<file path="src/rtl/data_fwd_buffer.sv">
// data_fwd_buffer
//   Pending-write buffer that sits in front of a cache. Writes are queued in
//   a circular FIFO and drained to the cache in issue order. Reads are checked
//   against every pending entry. The youngest matching entry is forwarded.
//   If nothing matches, the read returns the cache's combinational read data.
//   A small state machine records the dependency class between the last two
//   accepted read/write operations.
//
// Ports
//   clk, rst                      clock; asynchronous active-low reset
//   op_valid/op_type/op_addr/
//   op_wdata/op_ready             operation request (00 RD, 01 WR, else NOOP)
//   rd_valid/rd_data/read_from    registered read result (1-cycle latency)
//   hazard_state                  000 RAR, 001 RAW, 010 WAR, 011 WAW, 100 INIT
//   occupancy                     number of pending entries
//   cache_rd_data                 cache data for op_addr, same cycle
//   cache_wr_valid/ready/addr/data  drain handshake presenting the head entry
//
// Hazard state machine
//   state  | meaning
//   INIT   | no RD/WR accepted since reset
//   RAR    | last accepted op RD, previous one RD (or first op)
//   RAW    | last accepted op RD, previous one WR
//   WAR    | last accepted op WR, previous one RD
//   WAW    | last accepted op WR, previous one WR (or first op)
module data_fwd_buffer #(
    parameter int ADDR_W = 8,
    parameter int DATA_W = 32,
    parameter int DEPTH  = 4
) (
    input  logic                     clk,
    input  logic                     rst,
    input  logic                     op_valid,
    input  logic [1:0]               op_type,
    input  logic [ADDR_W-1:0]        op_addr,
    input  logic [DATA_W-1:0]        op_wdata,
    output logic                     op_ready,
    output logic                     rd_valid,
    output logic [DATA_W-1:0]        rd_data,
    output logic                     read_from,
    output logic [2:0]               hazard_state,
    output logic [$clog2(DEPTH):0]   occupancy,
    input  logic [DATA_W-1:0]        cache_rd_data,
    output logic                     cache_wr_valid,
    input  logic                     cache_wr_ready,
    output logic [ADDR_W-1:0]        cache_wr_addr,
    output logic [DATA_W-1:0]        cache_wr_data
);

    localparam int PTR_W = $clog2(DEPTH);
    localparam int CNT_W = PTR_W + 1;

    typedef enum logic [2:0] {
        HZ_RAR  = 3'b000,
        HZ_RAW  = 3'b001,
        HZ_WAR  = 3'b010,
        HZ_WAW  = 3'b011,
        HZ_INIT = 3'b100
    } hz_t;

    logic [ADDR_W-1:0] mem_addr [DEPTH];
    logic [DATA_W-1:0] mem_data [DEPTH];
    logic [PTR_W-1:0]  head;
    logic [PTR_W-1:0]  tail;
    logic [CNT_W-1:0]  count;
    hz_t               hz_q;
    hz_t               hz_d;

    logic              accept;
    logic              rd_en;
    logic              wr_en;
    logic              retire;
    logic              fwd_hit;
    logic [DATA_W-1:0] fwd_data;
    logic [PTR_W-1:0]  idx;

    // Ready depends only on registered occupancy, so a retire on a full
    // cycle frees space only from the following cycle.
    assign op_ready       = (count != CNT_W'(DEPTH));
    assign accept         = op_valid && op_ready;
    assign rd_en          = accept && (op_type == 2'b00);
    assign wr_en          = accept && (op_type == 2'b01);
    assign cache_wr_valid = (count != '0);
    assign retire         = cache_wr_valid && cache_wr_ready;
    assign cache_wr_addr  = mem_addr[head];
    assign cache_wr_data  = mem_data[head];
    assign occupancy      = count;
    assign hazard_state   = hz_q;

    // Walk from oldest to youngest, so the last match found is the youngest.
    // The head stays searchable in the cycle it retires because the entry
    // storage has not changed yet.
    always_comb begin
        fwd_hit  = 1'b0;
        fwd_data = cache_rd_data;
        idx      = '0;
        for (int k = 0; k < DEPTH; k++) begin
            idx = head + PTR_W'(k);
            if ((CNT_W'(k) < count) && (mem_addr[idx] == op_addr)) begin
                fwd_hit  = 1'b1;
                fwd_data = mem_data[idx];
            end
        end
    end

    // Entry storage needs no reset: validity is defined by head and count.
    always_ff @(posedge clk) begin
        if (wr_en) begin
            mem_addr[tail] <= op_addr;
            mem_data[tail] <= op_wdata;
        end
    end

    always_ff @(posedge clk or negedge rst) begin
        if (!rst) begin
            head  <= '0;
            tail  <= '0;
            count <= '0;
        end else begin
            if (wr_en) begin
                tail <= tail + 1'b1;
            end
            if (retire) begin
                head <= head + 1'b1;
            end
            if (wr_en && !retire) begin
                count <= count + 1'b1;
            end else if (retire && !wr_en) begin
                count <= count - 1'b1;
            end
        end
    end

    always_ff @(posedge clk or negedge rst) begin
        if (!rst) begin
            rd_valid  <= 1'b0;
            rd_data   <= '0;
            read_from <= 1'b0;
        end else begin
            rd_valid <= rd_en;
            if (rd_en) begin
                rd_data   <= fwd_data;
                read_from <= fwd_hit;
            end
        end
    end

    always_ff @(posedge clk or negedge rst) begin
        if (!rst) begin
            hz_q <= HZ_INIT;
        end else begin
            hz_q <= hz_d;
        end
    end

    // The previous op was a WR exactly when the current class ends in WR
    // (WAR/WAW); INIT behaves like "previous was RD" for a RD and like
    // "previous was WR" for a WR.
    always_comb begin
        hz_d = hz_q;
        if (rd_en) begin
            hz_d = (hz_q == HZ_WAR || hz_q == HZ_WAW) ? HZ_RAW : HZ_RAR;
        end else if (wr_en) begin
            hz_d = (hz_q == HZ_RAR || hz_q == HZ_RAW) ? HZ_WAR : HZ_WAW;
        end
    end

endmodule
</file>
<file path="config.mk">
export PLATFORM = sky130hd
export DESIGN_NAME = data_fwd_buffer
export DESIGN_NICKNAME = d
export VERILOG_FILES = /design/src/rtl/data_fwd_buffer.sv
export SDC_FILE = /design/constraint.sdc
export NUM_CORES = 1
export LEC_CHECK = 0
export CORE_MARGIN = 2
export CORE_UTILIZATION = 40
export DETAILED_ROUTE_END_ITERATION = 8
export PLACE_DENSITY = 0.61
export SETUP_SLACK_MARGIN = 0.5
export SLEW_MARGIN = 40
export SYNTH_ARGS = -nofsm -noshare
export SYNTH_HDL_FRONTEND = slang
export SYNTH_SLANG_ARGS = --single-unit
</file>
<file path="constraint.sdc">
create_clock -name clk -period 4.19 [get_ports clk]
set_input_delay 0.838 -clock clk [delete_from_list [all_inputs] [get_ports clk]]
set_output_delay 0.838 -clock clk [all_outputs]
set_load 0.02 [all_outputs]
</file>
# [Word-level counts from Yosys, hierarchy flattened]
# Memory sizes are Yosys's and may differ from the RTL's.
# Cells that the tools add are included.
[word_totals] reg_bits=44 latch_bits=0 ramBits=160 rom_bits=0 word_cells=63 n_memories=2
[memory_table] memory="mem_data" depth=4 word_bits=32 read_ports=4 rd_ports_with_merged_regs=0 write_ports=1 line_no="62" rtl="logic [DATA_W-1:0] mem_data [DEPTH];"
[memory_table] memory="mem_addr" depth=4 word_bits=8 read_ports=4 rd_ports_with_merged_regs=0 write_ports=1 line_no="61" rtl="logic [ADDR_W-1:0] mem_addr [DEPTH];"
[classes] add_sub_neg=6 mul=0 n_div=0 order_cmp=4 eq_ne=9 shifts=0 n_mux=16 n_bitwise=0 reduce_logical=19
[ops] op="$mux W32" count=4
[ops] op="$eq A8 B8 Y1" count=4
[ops] op="$mux W3" count=4
[ops] op="$logic_and A1 B1 Y1" count=10
[ops] op="$mux W1" count=8
[ops] op="$eq A3 B2 Y1 const B" count=2
[ops] op="$lt A1 B3 Y1 const A" count=2
[ops] op="$lt A2 B3 Y1 const A" count=2
[ops] op="$add A2 B1 Y2 const B" count=2
[ops] op="$add A2 B2 Y2 const B" count=2
[ops] op="$reduce_bool A2 Y1" count=2
[ops] op="$add A3 B1 Y3 const B" count=1
[ops] op="$eq A3 B1 Y1 const B" count=1
[ops] op="$logic_not A3 Y1" count=1
[ops] op="$ne A3 B3 Y1 const B" count=1
[ops] op="$reduce_bool A3 Y1" count=1
[ops] op="$sub A3 B1 Y3 const B" count=1
[ops] op="$eq A2 B1 Y1 const B" count=1
[ops] op="$logic_not A1 Y1" count=2
[ops] op="$logic_not A2 Y1" count=1
[ops] op="$logic_or A1 B1 Y1" count=2

# [Depth between registers and ports, before layout]
# Gate-level depths: netlist of the first run.
[depth] ltp_word=7 mapped_depth=12 mapped_depth_nobuf=9

# [Worst setup path before layout of the first run]
# Ideal clock, no wire load.
[synth_path] path_type="register to output" startpoint="register head[0]" endpoint="output cache_wr_data[15]" t_arrival_ns=2.513 path_slack_ns=0.839 stages_incl_launch_ff=10 n_path_buf=8 cell_sequence="dfrtp_1 buf_6 buf_2 buf_2 clkbuf_1 buf_2 buf_1 clkbuf_1 clkbuf_1 a21oi_1"
[synth_via] elab_chain_len=1
[synth_lines] item="from (decl)" line_no="63" rtl="logic [PTR_W-1:0] head;"
[synth_lines] item="from (signal assigned)" line_no="124" rtl="head <= head + 1'b1;"
[synth_lines] item="$mem_v2 Z4 W32"
[synth_lines] item="to (decl)" line_no="47" rtl="output logic [DATA_W-1:0] cache_wr_data"
# Every way passes these cells.

# [Worst setup path in the final report of the first run]
[layout_path] startpoint="register head[1]" endpoint="output cache_wr_data[22]"
# The elaborated chain is that of the path after synthesis.

==> results of run 1 <==
worst max path at each step:
stage                        endpoint  depth (start not counted)  slack [ns]        from
floorplan           cache_wr_data[15]                          9        0.84     head[0]
global placement           rd_data[4]                          9        0.67  op_addr[0]
detailed placement         rd_data[2]                          9        0.61  op_addr[0]
CTS                 cache_wr_data[12]                          5        0.52     head[1]
global route        cache_wr_data[22]                          5        0.53     head[1]
finish              cache_wr_data[22]                          5        0.61     head[1]
cell families after synthesis:
logic type / after synthesis
fa+ha+maj: 9
flops: 204
mux: 189
buf+inv: 136
xor+xnor: 38
simple gates: 262
compound gates: 278
what timing repair did:
item                                    in CTS  in global routing
endpoints found under the setup margin      31                 22
gates cloned                                 0                  1
buffers inserted                             4                  1
resized for setup                            2                  5
flip-flops by register name (all words and copies together), names as in the netlist:
signal        cells
mem_addr         32
mem_data        128
head              2
read_from         1
occupancy         3
hazard_state      3
rd_data          32
rd_valid          1
tail              2
metrics by stage:
stage | cells | instance area, um2
after floorplan | 1116 | 12330
after global placement | 1613 | 14380
after detailed placement | 1613 | 14390
after CTS | 1661 | 15290
after global routing | 1663 | 15350
final | 1663 | 15350
cell type report:
cell class / instances / area, um2 / share of cell area [%]
multi-input combinational: 776 / 5856 / 38.14
clock buffer: 31 / 698.2 / 4.547
tap: 396 / 495.5 / 3.227
inverter: 40 / 151.4 / 0.9860
sequential: 204 / 5914 / 38.52
timing repair buffer: 203 / 2092 / 13.62
clock inverter: 13 / 147.6 / 0.9615
worst max-delay path, cell delays in order, from the launching register on:
cell	delay, ns
dfrtp_4	0.58
buf_16	0.30
mux2_2	0.39
o21ai_0	0.26
inv_1	0.12
clkdlybuf4s50_1	0.55
placed cells by master, fill, tap and decap left out, types with 3 or more instances in the layout:
cell type and instances:
o31a_1 17, and2_1 17, edfxtp_1 160, nor2b_1 19, and2_2 4, clkbuf_8 5
clkinv_2 5, nand2_1 109, o211ai_1 55, ha_1 9, or3_1 36, buf_12 7
mux2i_1 147, mux2_2 19, nor2_1 22, nand3_1 3, xnor2_1 20, o21ai_0 50
clkinv_1 3, buf_6 6, buf_4 27, clkdlybuf4s50_1 158, o31ai_1 17, xor2_1 15
a21oi_1 67, bufinv_16 3, inv_1 39, o211ai_2 9, a22oi_1 3, mux4_2 23
nand4_1 17, nor3_1 16, clkbuf_16 26, a211oi_1 16, a31oi_1 33, dfrtp_1 41
where the power goes:
group | total, mW | switching, mW | internal, mW
registers | 2.73 | 0.264 | 2.47
logic | 5.55 | 3.13 | 2.42
clock network | 2.21 | 0.850 | 1.36
total | 10.5 | 4.24 | 6.25
layer usage:
layer / vias up / wire (um) / track usage [%]
li1: 4484 / - / -
met1: 4669 / 15600 / 28.35
met2: 348 / 17220 / 35.77
met3: 78 / 2093 / 3.404
met4: 2 / 1111 / 8.163
met5: - / 12 / 0
cells in the mapped netlist, types with 23 or more instances:
cell and number:
mux4_2 23, a31oi_1 33, inv_1 39, edfxtp_1 160, o21ai_0 52, nand2_1 110
clkbuf_1 56, mux2i_1 147, o211ai_1 55, or3_1 36, a21oi_1 67, dfrtp_1 43
nor2_1 23
==> results.toml, run 1 <==
[layout]
drive_gt1_share_pct = 12.63
insertedDiodeCount = 0
syn2layout_area_growth_pct = 24.56
post-route-util_pct = 50.46
fillers = 2727
nets = 1336

[synth]
synthSimpleGateAreaFrac_pct = 10.79
syn_avg_cell_area_um2 = 11.05
muxShareOfSynthArea_pct = 17.87
netlist_area_um2 = 12330
syn_nets = 1203
netlist_instances = 1116
async_flop_share_pct = 21.57
synth-edff-count = 160
synth_xor_area_share_pct = 2.822
yosys_most_used_dff = "edfxtp_1"
synthTopCellsByArea = "edfxtp_1 (39%), mux2i_1 (12%), dfrtp_1 (8.7%)"
ys_warn_count = 0
synth_compound_area_share_pct = 14.80
synth_top_family_by_area = "multiplexers"
synth_seq_cells = 204
seq_area_frac_synth_pct = 47.92
synth_top_area_cell = "edfxtp_1"
synthAdderAreaFrac_pct = 0.9135
synth.distinct_cells = 56
yosysTopAreaCellShare_pct = 38.98

[floorplan]
start_util_pct = 40.51
ios = 160
row_count = 64
die_h_um = 179.5
coreArea_um2 = 30430
die_w_um = 179.5
die-area_um2 = 32240

[clocking]
h-tree-depth = 1
clk_pin_slew_ns = 0.06
clockBufferDepth = 3
root_buffer = "clkbuf_16"
cts_tree = "yes"
cts_sinks = 204
numCtsBuffers = 24
clk_latency_ns = 0.53
cts-hold-fix-buffers = 0

[setup_path]
rr_startpoint = "head[0]"
crit_type = "reg2out"
required_ns = 3.35
critical_path.max_fanout = 52
arrival_ns = 2.75
end_kind = "primary output"
reg2regPathDepth = 9
rr_endpoint = "rd_data[16]"
worst_setup_path_start_kind = "flop"
reg2reg_slack_ns = 0.94

[detailed_routing]
ant_nets = 0
drc = 0
routed_wirelength_um = 36030
via_per_inst = 5.761
wl_per_cell_um = 21.67
dr.pass1.iters = 5
drt_iter0_markers = 746
via_count = 9581

[grt]
grtUsageTotal_pct = 21.51
first_global_vias = 9548
overflow = 0
grt_pass1_wl_um = 54720
grt_max_degree = 97
antenna_found_initial = 1

[timing]
finalCriticalPeriod_ns = 3.585
setup-tns-final_ns = 0
maxSlewHeadroom_pct = 50.68
skew_ns = 0.01051
final_max_slew_viol_count = 0
clock.fmax_mhz = 278.9
layout_setup_ws_ns = 0.6051
whs_ns = 0.1794
tightest_slew_ns = 0.7398
finalHoldViolCount = 0
rsz0062_at_grt = "no"
setup_violations = 0
period_share_pct = 85.56

[outcome]
status = "complete, no violations"

[pwr]
p_leak_nw = 5.683
powerDensity_nw_per_um2 = 683.1
vdd_drop_max_mv = 0.4304
total_power_mw = 10.49

[placed_design]
hpwl_um = 22020
place_ws_ns = 0.6126
io_buffers = 159
gp_congestion = 0.8523

[hold_path]
hold_class = "in2async"

[run]
cap_violations = 0
Note: power is estimated with default switching activity, not from simulation.
==> inputs of run 2 (changes only) <==
- CORE_ASPECT_RATIO: not set -> 1.1
- SETUP_SLACK_MARGIN: 0.5 -> not set
==> run 2 against run 1 <==
Effect of this change: fmax is 10% lower; clock skew rose by 0.010 ns; die area hardly changed; total power shrank 4.5%; sequential power is 2% higher; cell area is 1.7% lower; global-route usage increased by 0.43 points; register-to-register slack lost 0.27 ns; cell count rose by 0.54%; highest routed layer unchanged.
==> results.toml, run 2 (synthesis gave the netlist of run 1 again) <==
[layout]
syn2layout_area_growth_pct = 22.41
mostFrequentLayoutCell = "edfxtp_1"
nets = 1327
largestRegisters = "mem_data: 128 flops, mem_addr: 32 flops, rd_data: 32 flops"
drive_gt1_share_pct = 10.82
fillers = 2733
post-route-util_pct = 49.59
instances_no_fill = 1672
multi_input_comb_area_um2 = 5841
most-common-layout-cells = "edfxtp_1 (160), clkdlybuf4s50_1 (158), mux2i_1 (147), nand2_1 (109), a21oi_1 (67)"
seqCellArea_um2 = 5914
final_area_um2 = 15090
largest_register_ffs = 128
regMostFlops = "mem_data"

[timing]
setup-tns-final_ns = 0
layout_setup_ws_ns = 0.2073
rsz0062_at_grt = "no"
setup_violations = 0
finalCriticalPeriod_ns = 3.983
whs_ns = 0.2848
final_max_slew_viol_count = 0
clock.fmax_mhz = 251.1
finalHoldViolCount = 0
period_share_pct = 95.05
skew_ns = 0.02100
maxSlewHeadroom_pct = 58.86
tightest_slew_ns = 0.6172

[detailed_routing]
wl_per_cell_um = 21.39
ant_nets = 0
dr.pass1.iters = 5
drc = 0
via_count = 9620
routed_wirelength_um = 35760
via_per_inst = 5.754
drt_iter0_markers = 716

[clocking]
root_buffer = "clkbuf_16"
h-tree-depth = 1
cts_sinks = 204
clockBufferDepth = 3
post_cts_resized = 0
clk_latency_ns = 0.53
clk_pin_slew_ns = 0.06
cts-hold-fix-buffers = 0
cts_tree = "yes"
numCtsBuffers = 24
post-cts-setup-buffers = 0

[setup_path]
required_ns = 3.35
critical_path.max_fanout = 42
worst_setup_path_start_kind = "flop"
end_kind = "primary output"
reg2reg_slack_ns = 0.67
arrival_ns = 3.14
rr_startpoint = "head[0]"
rr_endpoint = "rd_data[30]"
crit_type = "reg2out"
reg2regPathDepth = 7

[floorplan]
die_w_um = 171.4
ios = 160
die-area_um2 = 32240
row_count = 67
start_util_pct = 40.51
coreArea_um2 = 30430
die_h_um = 188.1

[placed_design]
hpwl_um = 22530
placed_cell_area_um2 = 14380
gp_congestion = 0.8464
io_buffers = 159
place_ws_ns = 0.6191
dp_cells = 1628

[grt]
first_global_vias = 9314
grt_max_degree = 80
grtUsageTotal_pct = 21.95
overflow = 0
antenna_found_initial = 4
grt_pass1_wl_um = 54100

[pwr]
p_leak_nw = 5.522
vdd_drop_max_mv = 0.4073
powerDensity_nw_per_um2 = 664.1
total_power_mw = 10.02

[outcome]
status = "complete, no violations"

[hold_path]
hold_class = "in2async"

[run]
cap_violations = 0
[run 2: worst max-delay path by stage]
stage               start                 to  slack, ns  cells past startpoint
6_report          head[0]  cache_wr_data[28]       0.21                      5
3_5_place_dp   op_addr[0]        rd_data[21]       0.62                      9
4_1_cts           head[0]  cache_wr_data[21]       0.19                      5
3_3_place_gp   op_addr[5]          read_from       0.56                      6
2_1_floorplan     head[0]  cache_wr_data[15]       0.84                      9
5_1_grt           head[0]  cache_wr_data[21]       0.08                      5
[run 2: area by class of cell]
class                      instances  share of cell area, %
antenna                            1                0.01658
sequential                       204                  39.20
timing repair buffer             194                  12.94
clock inverter                     7                 0.2239
tap                              414                  3.433
inverter                          40                  1.003
clock buffer                      36                  4.486
multi-input combinational        776                  38.71
[run 2: where the power goes]
part           internal (mW)  switching (mW)  leakage [nW]  total [mW]
Sequential              2.47           0.323          1.94        2.79
Combinational           2.29            3.03          3.25        5.32
Clock                   1.11           0.801         0.335        1.91
Total                   5.86            4.16          5.52        10.0
[run 2: critical path, cell delays in order, from the launching register on]
cell	delay [ns]
dfrtp_4	0.82
buf_4	0.43
buf_4	0.35
nor3_1	0.12
a21oi_1	0.21
clkdlybuf4s50_1	0.65
[run 2: routing by layer]
| metal | wire length [um] | GRT usage (%) | up-vias | part of all wire (%) |
|---|---|---|---|---|
| li1 | - | - | 4470 | - |
| met2 | 17090 | 36.07 | 369 | 48 |
| met5 | 44 | 0 | - | 0.12 |
| met4 | 1017 | 7.040 | 6 | 2.8 |
| met3 | 2526 | 3.694 | 73 | 7.1 |
| met1 | 15080 | 29.52 | 4702 | 42 |
